### config.mk
export PLATFORM = sky130hd
export DESIGN_NAME = joystick_dir_decoder
export DESIGN_NICKNAME = d
export VERILOG_FILES = /design/src/rtl/joystick_dir_decoder.sv
export SDC_FILE = /design/constraint.sdc
export NUM_CORES = 1
export LEC_CHECK = 0
export ABC_AREA = 1
export CORE_MARGIN = 4
export CORE_UTILIZATION = 26
export CTS_BUF_LIST = sky130_fd_sc_hd__clkbuf_8
export DETAILED_ROUTE_END_ITERATION = 7
export GPL_ROUTABILITY_DRIVEN = 1
export GPL_TIMING_DRIVEN = 0
export SKIP_LAST_GASP = 1
export SLEW_MARGIN = 40
export SYNTH_ARGS = -nofsm -noshare
export SYNTH_HDL_FRONTEND = slang
export SYNTH_SLANG_ARGS = --single-unit
### constraint.sdc
create_clock -name clk -period 7.9 [get_ports clk]
set_input_delay 0.79 -clock clk [delete_from_list [all_inputs] [get_ports clk]]
set_output_delay 0.79 -clock clk [all_outputs]
set_load 0.02 [all_outputs]
### src/rtl/joystick_dir_decoder.sv
// Joystick direction decoder: paces MCP3008 conversions, calibrates the stick
// centre, classifies deflections into four directions with deadzone and
// hysteresis, debounces them and emits key-style events with auto-repeat.
//
// Handshake: the driver owns x_data/y_data; data_valid is a one-cycle strobe
// that qualifies them in that cycle and is never back-pressured. adc_start is
// a one-cycle request; at most one request is outstanding (busy) and pacer
// ticks that land while busy are dropped rather than queued.
module joystick_dir_decoder #(
  parameter int SAMPLE_DIV   = 500000,
  parameter int CAL_SHIFT    = 3,
  parameter int DEADZONE     = 150,
  parameter int HYST         = 20,
  parameter int STABLE_CNT   = 3,
  parameter int REPEAT_DELAY = 50,
  parameter int REPEAT_RATE  = 10
) (
  input  logic       clk,
  input  logic       rst_n,
  output logic       adc_start,
  input  logic [9:0] x_data,
  input  logic [9:0] y_data,
  input  logic       data_valid,
  input  logic       recal,
  output logic       calibrated,
  output logic [2:0] dir,
  output logic       event_valid,
  output logic [2:0] event_dir,
  output logic       event_repeat
);

  localparam int TW = (SAMPLE_DIV > 1) ? $clog2(SAMPLE_DIV) : 1;
  localparam int AW = 10 + CAL_SHIFT;
  localparam int CW = CAL_SHIFT + 1;
  localparam int SW = $clog2(STABLE_CNT + 1);
  localparam int HW = $clog2(REPEAT_DELAY + 1);
  localparam int RW = $clog2(REPEAT_RATE + 1);

  localparam logic [2:0] DIR_NONE  = 3'd0;
  localparam logic [2:0] DIR_UP    = 3'd1;
  localparam logic [2:0] DIR_DOWN  = 3'd2;
  localparam logic [2:0] DIR_LEFT  = 3'd3;
  localparam logic [2:0] DIR_RIGHT = 3'd4;

  typedef enum logic {S_CAL = 1'b0, S_RUN = 1'b1} state_t;

  state_t        state_q, state_d;
  logic [TW-1:0] timer_q;
  logic          busy_q;
  logic [9:0]    cx_q, cy_q;
  logic [AW-1:0] sx_q, sy_q, sx_sum, sy_sum;
  logic [CW-1:0] cal_cnt_q;
  logic          cal_last;
  logic [2:0]    prev_cand_q, cand;
  logic [SW-1:0] stab_q, stab_n;
  logic [2:0]    dir_n;
  logic [HW-1:0] hold_q, hold_n;
  logic [RW-1:0] rate_q, rate_n;
  logic          rep_fire;
  logic signed [10:0] dx, dy;
  logic [10:0]   ax, ay, m, thr;

  // FSM state register
  always_ff @(posedge clk) begin
    if (!rst_n) state_q <= S_CAL;
    else        state_q <= state_d;
  end

  // FSM next state: recal always returns to calibration
  always_comb begin
    state_d = state_q;
    if (recal) state_d = S_CAL;
    else if (data_valid && state_q == S_CAL && cal_last) state_d = S_RUN;
  end

  // Pacer: free-running timer, one outstanding conversion at a time
  always_ff @(posedge clk) begin
    if (!rst_n) begin
      timer_q   <= '0;
      adc_start <= 1'b0;
      busy_q    <= 1'b0;
    end else begin
      adc_start <= 1'b0;
      if (timer_q == TW'(SAMPLE_DIV - 1)) timer_q <= '0;
      else                                timer_q <= timer_q + TW'(1);
      if (timer_q == TW'(SAMPLE_DIV - 1) && !busy_q) begin
        adc_start <= 1'b1;
        busy_q    <= 1'b1;
      end else if (data_valid) begin
        busy_q <= 1'b0;
      end
    end
  end

  // Calibration sums and the sample that completes the average
  always_comb begin
    sx_sum   = sx_q + AW'(x_data);
    sy_sum   = sy_q + AW'(y_data);
    cal_last = (cal_cnt_q == CW'((1 << CAL_SHIFT) - 1));
  end

  // Classification: dominant axis wins, ties go horizontal; +y is up
  always_comb begin
    dx  = $signed({1'b0, x_data}) - $signed({1'b0, cx_q});
    dy  = $signed({1'b0, y_data}) - $signed({1'b0, cy_q});
    ax  = dx[10] ? 11'(-dx) : 11'(dx);
    ay  = dy[10] ? 11'(-dy) : 11'(dy);
    m   = (ax >= ay) ? ax : ay;
    thr = (dir == DIR_NONE) ? 11'(DEADZONE) : 11'(DEADZONE - HYST);
    cand = DIR_NONE;
    if (m > thr) begin
      if (ax >= ay) cand = (dx > 0) ? DIR_RIGHT : DIR_LEFT;
      else          cand = (dy > 0) ? DIR_UP : DIR_DOWN;
    end
  end

  // Debounce and auto-repeat bookkeeping for the current sample
  always_comb begin
    if (cand == prev_cand_q)
      stab_n = (stab_q == SW'(STABLE_CNT)) ? stab_q : stab_q + SW'(1);
    else
      stab_n = SW'(1);
    dir_n = dir;
    if (stab_n >= SW'(STABLE_CNT) && cand != dir) dir_n = cand;

    hold_n   = '0;
    rate_n   = '0;
    rep_fire = 1'b0;
    if (dir_n == dir && dir != DIR_NONE) begin
      if (hold_q < HW'(REPEAT_DELAY)) begin
        hold_n   = hold_q + HW'(1);
        rep_fire = (hold_n == HW'(REPEAT_DELAY));
      end else begin
        hold_n = hold_q;
        rate_n = rate_q + RW'(1);
        if (rate_n == RW'(REPEAT_RATE)) begin
          rep_fire = 1'b1;
          rate_n   = '0;
        end
      end
    end
  end

  // Sample datapath: calibration accumulate, then direction and events
  always_ff @(posedge clk) begin
    if (!rst_n) begin
      cx_q         <= 10'd512;
      cy_q         <= 10'd512;
      sx_q         <= '0;
      sy_q         <= '0;
      cal_cnt_q    <= '0;
      calibrated   <= 1'b0;
      prev_cand_q  <= DIR_NONE;
      stab_q       <= '0;
      dir          <= DIR_NONE;
      hold_q       <= '0;
      rate_q       <= '0;
      event_valid  <= 1'b0;
      event_dir    <= DIR_NONE;
      event_repeat <= 1'b0;
    end else begin
      event_valid <= 1'b0;
      if (recal) begin
        sx_q        <= '0;
        sy_q        <= '0;
        cal_cnt_q   <= '0;
        calibrated  <= 1'b0;
        prev_cand_q <= DIR_NONE;
        stab_q      <= '0;
        dir         <= DIR_NONE;
        hold_q      <= '0;
        rate_q      <= '0;
      end else if (data_valid) begin
        if (state_q == S_CAL) begin
          sx_q      <= sx_sum;
          sy_q      <= sy_sum;
          cal_cnt_q <= cal_cnt_q + CW'(1);
          if (cal_last) begin
            cx_q       <= sx_sum[AW-1:CAL_SHIFT];
            cy_q       <= sy_sum[AW-1:CAL_SHIFT];
            calibrated <= 1'b1;
          end
        end else begin
          prev_cand_q <= cand;
          stab_q      <= stab_n;
          dir         <= dir_n;
          hold_q      <= hold_n;
          rate_q      <= rate_n;
          if (dir_n != dir && dir_n != DIR_NONE) begin
            event_valid  <= 1'b1;
            event_dir    <= dir_n;
            event_repeat <= 1'b0;
          end else if (rep_fire) begin
            event_valid  <= 1'b1;
            event_dir    <= dir;
            event_repeat <= 1'b1;
          end
        end
      end
    end
  end

endmodule

==> metrics, run 1 <==
die area=0.0302 sq mm; pwr dens=156 mW/mm^2; synth top area cells=dfxtp_1 27%, ha_1 10%, inv_1 10%, nand2_1 9.1%, nor2_1 6.8%; placed instance area=0.00790 sq mm; post_cts resized=0; R2R Setup Slk=1.73 ns; drc violations=0; RSZ-0062 raised after global routing=false; Die X=174 um; Worst Hold End=adc_start; maximum root-to-sink buffer count=2; Post-CTS Setup Inserts=0; hold_buf cts=0; worst slew pin tran=approximately 0.7 ns; clk slew on worst S/H paths=0.11 ns; VDD IR max=71.1 uV; DRT iter0 DRCs=about 280; commonest non-fill, non-tap cell in the layout=inv_1; status=finished clean; Core Footprint=0.0270 sq mm; grt ovf=0; leakage=3.96 nW; Setup crit end kind=flip-flop; # rows=60; Synth Instances=1071; fin area=0.00811 sq mm; R2R cell count=between 40 and 50; sequential area share after synthesis=between 20% and 30%; hpwl dp=about 14000 um; n_diodes=0; slowest stage cell, crit path=clkdlybuf4s50_1; fin crit period=6.89 ns; Main synth FF type=dfxtp_1; total track usage=between 10% and 20%; Tcrit/Tclk final=87.2%; filler cell count=2993; CP bufs+invs=8; worst min path class=flip-flop to flip-flop; Arrival @ worst endpoint=7.18 ns; RR Endpoint=event_dir[0]; TritonCTS clock tree=done; vias in the first global route=6193; clock sinks=96; Rel. slew slack=53.5%; met2 Track Usage GR=between 20% and 30%; DR WL/cell=11.7 um; hold depth=1; Worst-Skew Late Latency=around 0.38 ns; max incr delay on CP=0.55 ns; final count of pins violating max slew=0; skew final=0.0131 ns; synthesized net count=1159; initial antenna violation count=0; most frequent cells in the layout=192 x inv_1, 174 x nand2_1, 130 x nor2_1; hold path start=busy_q; fmax=145 MHz; Die Y=174 um; YS warnings=0; Via Count=6566; Hold Violations, Final=0; multi-input logic area=between 0.004 and 0.005 sq mm; Netlist Area Pre-Place=0.00716 sq mm; IO buf count=32; Post-Syn Area per Cell=6.68 sq um; GRT met1 Usage=approximately 15%; FF+latch area=a little under 0.002 sq mm; Seq cells post-synth=96; first-pass GRT wire length=28800 um; Critical Path Start Type=input port; area leader, netlist=dfxtp_1; Largest delay share family, worst path=simple AND/OR/NAND/NOR gates; CTS H-tree lvls=3; post-synth cell types=between 40 and 50; final setup violation count=0; crit-path max FO=10; Post-synth EDFFs=0; Vias per Instance=about 4.5; GR Util met3=1.41%; clock root cell=clkbuf_8; Yosys top cell area share=around 27%; largest net degree at the start of global routing=19; setup TNS=0 ns; asr flop ratio synth=0%; Final GP Congestion=a little under 0.9; post-route ant nets=0; # nets final=1202; reg-to-reg startpoint=cy_q[0]; layer with the highest usage=met2; TritonCTS Buffers=9; worst path required time=8.19 ns; TritonRoute pass-1 iters=5; Routed WL=17000 um; layout cell share with drive strength beyond 1=6.52%; Setup CP Type=input port to flip-flop; max_cap viols=0; # IOs=34; P&R area growth vs syn=13.4%; Initial Util=a little over a quarter
flip-flops by register name (all words and copies together), names as in the netlist, 2 cells and up:
signal and cells:
timer_q 19, sx_q 13, sy_q 13, cx_q 10, cy_q 10, hold_q 6, cal_cnt_q 4, rate_q 4
dir 3, event_dir 3, prev_cand_q 3, stab_q 2
worst register-to-register path: cells and delay by family (launching register included):
family	cells	cell delay, ns
compound gates	2	0.30
fa+ha+maj	5	1.40
buf+inv	6	0.60
flops	1	0.33
simple gates	30	3.47
cells in the mapped netlist, types with 4 or more instances:
cell type and instances:
inv_1 192, nand2_1 174, nor2_1 130, dfxtp_1 96
a21oi_1 79, o21ai_0 74, ha_1 60, nand3_1 53
xor2_1 41, nand4_1 26, clkbuf_1 20, nand2_2 13
nor3_1 12, nor3b_1 10, nand3_2 9, inv_2 8
xnor2_1 8, nand2_4 6, nand3b_1 6, a31oi_1 4
fa_1 4, o21bai_1 4
worst max path at each step:
stage	slack (ns)	from	end	depth (start not counted)
2_1_floorplan	2.03	y_data[0]	event_dir[0]	44
3_3_place_gp	0.63	y_data[0]	event_dir[0]	45
3_5_place_dp	0.62	y_data[0]	event_dir[1]	45
4_1_cts	1.02	y_data[0]	event_dir[1]	45
5_1_grt	0.44	y_data[0]	event_dir[1]	46
6_report	1.01	y_data[0]	event_dir[0]	45
metrics by stage:
stage               worst slack [ns]  instances  power [mW]  util (%)  hold WS (ns)
global route                   0.443       1460        1.36      30.0         0.473
detailed placement             0.623       1444       0.929      29.2         0.436
floorplan                       2.03       1071       0.834         -         0.412
global placement               0.631       1444       0.921      29.2         0.431
CTS                             1.02       1460        1.28      30.0         0.452
finish                          1.01       1460        1.27      30.0         0.448
final cells by class:
| cell class | instances | share of cell area (%) |
|---|---|---|
| clock inverter | 7 | 1.05 |
| tap | 341 | 5.26 |
| timing repair buffer | 32 | 3.95 |
| multi-input combinational | 751 | 54.0 |
| clock buffer | 9 | 1.53 |
| sequential | 96 | 23.7 |
| inverter | 200 | 9.25 |
| buffer | 24 | 1.25 |
kinds of logic (layout without fill, tap and decap cells):
family,Yosys count,after routing,synth area share [%]
flip-flops,96,96,26.9
buffers and inverters,224,272,11.9
adder cells (fa/ha/maj),64,64,11.6
XOR/XNOR,49,49,6.00
AO/OA/AOI/OAI,183,183,14.0
AND/OR/NAND/NOR,455,455,29.7
power by group:
| part | switching, mW | internal [mW] | total [mW] |
|---|---|---|---|
| registers | 0.00482 | 0.492 | 0.497 |
| logic | 0.272 | 0.150 | 0.421 |
| clock network | 0.196 | 0.154 | 0.349 |
per-layer routing:
| layer | vias up | wire length [um] |
|---|---|---|
| li1 | 3527 | - |
| met1 | 2947 | 8310 |
| met2 | 74 | 8100 |
| met3 | 18 | 362 |
| met4 | 0 | 273 |
| met5 | - | 0 |
(Power assumes the default switching activity.)
==> inputs of run 2 (changes only) <==
- SLEW_MARGIN: 40 -> not set
==> results of run 2 <==
The final DEF is identical to that of run 1; final timing and power are the same.
==> inputs of run 3 (changes only) <==
- CAP_MARGIN: not set -> 10
==> results of run 3 <==
The final DEF is identical to that of run 1; final timing and power are the same.
